===== src/rtl/mem_arbiter.sv =====
// Two-requester (fetch / data) arbiter in front of a single-port synchronous RAM.
// One access per IDLE -> ACCESS -> WAIT pass; round-robin on contention.
module mem_arbiter #(
    parameter int ADDR_W = 10
) (
    input  logic              i_clk,
    input  logic              i_rst_n,

    input  logic              if_req,
    input  logic [31:0]       if_addr,
    output logic              if_gnt,
    output logic              if_valid,
    output logic              if_err,
    output logic [31:0]       if_rdata,

    input  logic              d_req,
    input  logic              d_we,
    input  logic [31:0]       d_addr,
    input  logic [31:0]       d_wdata,
    output logic              d_gnt,
    output logic              d_valid,
    output logic              d_err,
    output logic [31:0]       d_rdata,

    output logic              mem_en,
    output logic              mem_we,
    output logic [ADDR_W-1:0] mem_addr,
    output logic [31:0]       mem_wdata,
    input  logic [31:0]       mem_rdata
);

    typedef enum logic [1:0] {IDLE, ACCESS, WAIT} state_t;
    typedef enum logic {OWN_IF, OWN_D} owner_t;

    state_t              state_q;
    owner_t              owner_q;
    owner_t              last_q;
    logic                err_q;
    logic                we_q;

    logic                pick_d;
    logic [1:0]          sel_lo;
    logic [ADDR_W-1:0]   sel_idx;
    logic                sel_mis;

    // Address bits above the RAM window are ignored, so accesses wrap.
    logic unused_addr_hi;
    assign unused_addr_hi = &{1'b0, if_addr[31:ADDR_W+2], d_addr[31:ADDR_W+2]};

    // NOTE: every always_comb output gets a value on every path, so no latch can form.
    always_comb begin
        pick_d  = d_req && (!if_req || (last_q == OWN_IF));
        sel_lo  = pick_d ? d_addr[1:0] : if_addr[1:0];
        sel_idx = pick_d ? d_addr[ADDR_W+1:2] : if_addr[ADDR_W+1:2];
        sel_mis = (sel_lo != 2'b00);
    end

    // NOTE: sequential state uses non-blocking assignments only, so every register
    // sees pre-edge values of the others regardless of statement order.
    always_ff @(posedge i_clk) begin
        if (!i_rst_n) begin
            state_q   <= IDLE;
            owner_q   <= OWN_IF;
            last_q    <= OWN_D;
            err_q     <= 1'b0;
            we_q      <= 1'b0;
            if_gnt    <= 1'b0;
            if_valid  <= 1'b0;
            if_err    <= 1'b0;
            if_rdata  <= '0;
            d_gnt     <= 1'b0;
            d_valid   <= 1'b0;
            d_err     <= 1'b0;
            d_rdata   <= '0;
            mem_en    <= 1'b0;
            mem_we    <= 1'b0;
            mem_addr  <= '0;
            mem_wdata <= '0;
        end else begin
            if_gnt   <= 1'b0;
            d_gnt    <= 1'b0;
            if_valid <= 1'b0;
            d_valid  <= 1'b0;
            if_err   <= 1'b0;
            d_err    <= 1'b0;
            mem_en   <= 1'b0;
            mem_we   <= 1'b0;

            case (state_q)
                IDLE: begin
                    if (if_req || d_req) begin
                        owner_q   <= pick_d ? OWN_D : OWN_IF;
                        last_q    <= pick_d ? OWN_D : OWN_IF;
                        err_q     <= sel_mis;
                        we_q      <= pick_d && d_we;
                        if_gnt    <= !pick_d;
                        d_gnt     <= pick_d;
                        // Misaligned accesses never touch the RAM.
                        mem_en    <= !sel_mis;
                        mem_we    <= !sel_mis && pick_d && d_we;
                        mem_addr  <= sel_idx;
                        mem_wdata <= pick_d ? d_wdata : '0;
                        state_q   <= ACCESS;
                    end
                end

                ACCESS: state_q <= WAIT;

                WAIT: begin
                    state_q <= IDLE;
                    if (owner_q == OWN_IF) begin
                        if_valid <= 1'b1;
                        if_err   <= err_q;
                        if (!err_q) if_rdata <= mem_rdata;
                    end else begin
                        d_valid <= 1'b1;
                        d_err   <= err_q;
                        if (!err_q && !we_q) d_rdata <= mem_rdata;
                    end
                end

                default: state_q <= IDLE;
            endcase
        end
    end

endmodule


===== config.mk =====
export PLATFORM = sky130hd
export DESIGN_NAME = mem_arbiter
export DESIGN_NICKNAME = d
export VERILOG_FILES = /design/src/rtl/mem_arbiter.sv
export SDC_FILE = /design/constraint.sdc
export NUM_CORES = 1
export LEC_CHECK = 0
export CAP_MARGIN = 5
export CORE_MARGIN = 5
export CORE_UTILIZATION = 39
export CTS_BUF_LIST = sky130_fd_sc_hd__clkbuf_8
export DETAILED_ROUTE_END_ITERATION = 6
export MAX_ROUTING_LAYER = met4
export PLACE_DENSITY = 0.89
export SYNTH_ARGS = -nofsm -noshare
export SYNTH_HDL_FRONTEND = slang
export SYNTH_SLANG_ARGS = --single-unit

===== constraint.sdc =====
create_clock -name i_clk -period 1.7 [get_ports i_clk]
set_input_delay 0.34 -clock i_clk [delete_from_list [all_inputs] [get_ports i_clk]]
set_output_delay 0.34 -clock i_clk [all_outputs]
set_load 0.01 [all_outputs]

==> run summary <==
total power draw -> 6.82 mW
Post-Synth XOR/XNOR Area -> 0
Critical Path AT -> 1.32 ns
CP Max Fanout -> 2
layout-stage area growth over the synthesis result -> 67.3%
dpl hpwl -> 9830 um
Nets -> 786
Filler Cells Inserted -> 840
Worst Setup Start Kind -> flip-flop
yosys warns -> 0
CTS H-Tree Depth -> 4
DRC -> 0
main combinational cell family by area after synthesis -> compound AO/OA/AOI/OAI gates
r2r endpoint -> d_rdata[29]$_SDFFE_PN0P_
CP required -> 1.36 ns
final number of max-transition violations -> 0
Cell Rows -> 38
Total GRT Usage -> 0.213
Clock Path Buffers -> 2
clock root buffer -> clkbuf_8
Die Ht -> 114 um
Ant. Diodes -> 0
mux cell area share after synthesis -> 0.0259
Skew-Pair Late Insertion Delay -> 0.41 ns
syn avg cell area -> 9.45 um2
Worst Skew -> 0.00914 ns
Synth Area in Adders -> 0
Tmin final -> 1.66 ns
DR vias -> 4,206
total wire length -> 13,900 um
I/O Pins -> 247
simple-gate portion of the synthesized area -> 0.134
VDD IR max -> 0.000530 V
setup bufs post-CTS -> 0
syn nets -> 582
cell area after synthesis -> 4240 um2
GPL Wtd Cong -> 0.789
worst reg-to-reg setup slack -> 0.13 ns
status -> completed
Synth Area in Compound Gates -> 0.221
Core Area -> 10,700 um2
Post-Syn Instances -> 449
DRT antenna net count -> 0
IO Port Bufs -> 206
dpl cells -> 774
Crit path largest cell delay -> 0.57 ns
RR Startpoint -> state_q[1]$_SDFFE_PN0P_
TritonCTS Buffers -> 17
die area -> 13,100 um2
detailed-route wire length per cell -> 17.3 um
GRT overflow -> 0
Post-Layout Cell Count -> 806
Clock Sinks -> 120
worst hold start -> if_rdata[17]$_SDFFE_PN0P_
Hold EP -> if_rdata[17]$_SDFFE_PN0P_
Critical Path, Cell by Cell -> clkdlybuf4s50_1
worst min-delay path class -> flip-flop to flip-flop
vias in the first global route -> 4,268
Cells on Worst Hold Path -> 2
CP max-delay cell -> clkdlybuf4s50_1
period utilisation layout -> 0.979
antenna violations before repair -> 0
worst r2r path cells -> 4
Initial DRT Pass Iterations -> 6
CP Capture Type -> output pin
sequential area share after synthesis -> 0.566
FMAX -> 601 MHz
Max Cap Viol -> 0
layout cells sized above 1 -> 0.0826
first-pass GRT wire length -> 21,400 um
hold violation count in the final report -> 0
TritonCTS clock tree -> done
flops & latches, synth -> 120
Slew HR -> 0.732
top cell family by delay on the critical path -> buffers and inverters
Yosys cell types -> 32
smallest hold slack -> 0.457 ns
DRT iter0 DRCs -> 422
starting density of the core -> 0.395
fin util -> 0.661
CTS clk-pin slew, worst paths -> 0.07 ns
setup violators final -> 0
kind of critical path -> flip-flop to output pin
Via density -> 5.22
Worst Path Buf+Inv -> 1
area of placed instances -> 6480 um2
final instance area -> 7100 um2
Power Dens Cells -> 960 nW/um2
LEAKAGE -> 3.66 nW
largest net degree at the start of global routing -> 75
Die X -> 114 um
measured slew at the worst slew-check pin -> 0.402 ns
kinds of logic (layout without fill, tap and decap cells):
logic type             Yosys count  after routing
buffers and inverters           41            258
AOI/OAI and AO/OA              155            155
and+or+nand+nor                122            122
DFF                            120            120
muxes                           11             11
layout by cell type, fill, tap and decap left out, types with 3 or more instances in the layout:
cell type        count
dlygate4sd2_1        3
buf_4               13
clkinv_2             3
buf_12               5
clkbuf_8            19
a21oi_1             75
dfxtp_1            120
and2_1               3
clkdlybuf4s50_1    137
bufinv_16            5
a211oi_1            10
nand2_1             67
mux2i_1             11
nor2_1               5
dlymetal6s2s_1      66
nand3_1             33
o21ai_0             28
o21ai_1              5
clkinvlp_4           3
a22o_1              33
registers in the layout (all words and copies together), names as in the netlist:
name,count
mem_wdata,32
d_valid,1
if_err,1
if_rdata,32
if_gnt,1
if_valid,1
d_rdata,32
d_err,1
mem_addr,10
d_gnt,1
owner_q,1
mem_we,1
err_q,1
mem_en,1
state_q,2
last_q,1
we_q,1
synthesized netlist by cell type:
library cell | count | area, um2
dfxtp_1 | 120 | 2400
a211oi_1 | 10 | 75.1
and3b_1 | 2 | 17.5
nor4b_2 | 1 | 15.0
mux2i_1 | 11 | 110
o2bb2ai_1 | 1 | 8.76
and4_1 | 1 | 8.76
buf_2 | 14 | 70.1
nor2_2 | 1 | 6.26
o21ai_1 | 5 | 25.0
nand2_1 | 67 | 251
nor3b_2 | 1 | 12.5
a21oi_2 | 1 | 8.76
a21oi_1 | 75 | 375
and2_1 | 3 | 18.8
o21ai_0 | 28 | 140
a21o_1 | 1 | 7.51
nand3_1 | 33 | 165
nand2b_1 | 1 | 6.26
a21boi_1 | 1 | 7.51
buf_6 | 7 | 78.8
clkbuf_1 | 17 | 63.8
and3_1 | 1 | 6.26
nor3_1 | 1 | 5.00
or4b_1 | 1 | 10.0
or3b_1 | 1 | 8.76
inv_1 | 2 | 7.51
or2_0 | 1 | 6.26
a22o_1 | 33 | 289
nor2b_1 | 2 | 12.5
clkbuf_2 | 1 | 5.00
nor2_1 | 5 | 18.8
worst min-delay path: stages (launching register included):
cell and delay, ns:
dfxtp_1 0.31, nand2_1 0.05, a21oi_1 0.05
report_power, final:
part           total, mW  switching [mW]  internal [mW]
registers           2.99          0.0692           2.92
clock network       2.93            1.11           1.82
logic              0.896           0.406          0.490
worst max path at each step:
| stage | slack, ns | startpoint | endpoint | cells past startpoint |
|---|---|---|---|---|
| after floorplan | 0.33 | err_q$_SDFFE_PN0P_ | if_rdata[0]$_SDFFE_PN0P_ | 5 |
| after global placement | -0.07 | d_req | mem_addr[9]$_SDFFE_PN0P_ | 5 |
| after detailed placement | -0.12 | d_req | mem_addr[2]$_SDFFE_PN0P_ | 5 |
| after CTS | 0.001 | mem_addr[9]$_SDFFE_PN0P_ | mem_addr[9] | 1 |
| after global routing | -0.03 | if_rdata[25]$_SDFFE_PN0P_ | if_rdata[25] | 1 |
| final | 0.04 | if_rdata[25]$_SDFFE_PN0P_ | if_rdata[25] | 1 |
per-stage QoR:
stage	setup WS, ns	TNS (ns)
finish	0.0365	0
global route	-0.0275	-0.0357
CTS	0.00118	0
detailed placement	-0.121	-1.63
global placement	-0.0654	-0.535
floorplan	0.334	0
layout make-up:
type | instances | area, um2 | share of cell area
multi-input cells | 288 | 1630 | 0.230
flip-flops and latches | 120 | 2400 | 0.338
well taps | 140 | 175 | 0.0247
clock inverters | 13 | 200 | 0.0282
repair buffers | 224 | 2420 | 0.341
inverters | 2 | 7.51 | 0.00106
clock buffers | 19 | 262 | 0.0368
what timing repair did:
item	in CTS	in global routing
endpoints found under the setup margin	3	66
gates resized for setup	3	66
hold buffers	0	0
metal layers:
| layer | share of wire | track usage |
|---|---|---|
| met3 | 0.079 | 0.0671 |
| met2 | 0.51 | 0.372 |
| met4 | 0.018 | 0.0760 |
| met5 | 0 | - |
| met1 | 0.39 | 0.228 |
Note: power is estimated with default switching activity, not from simulation.
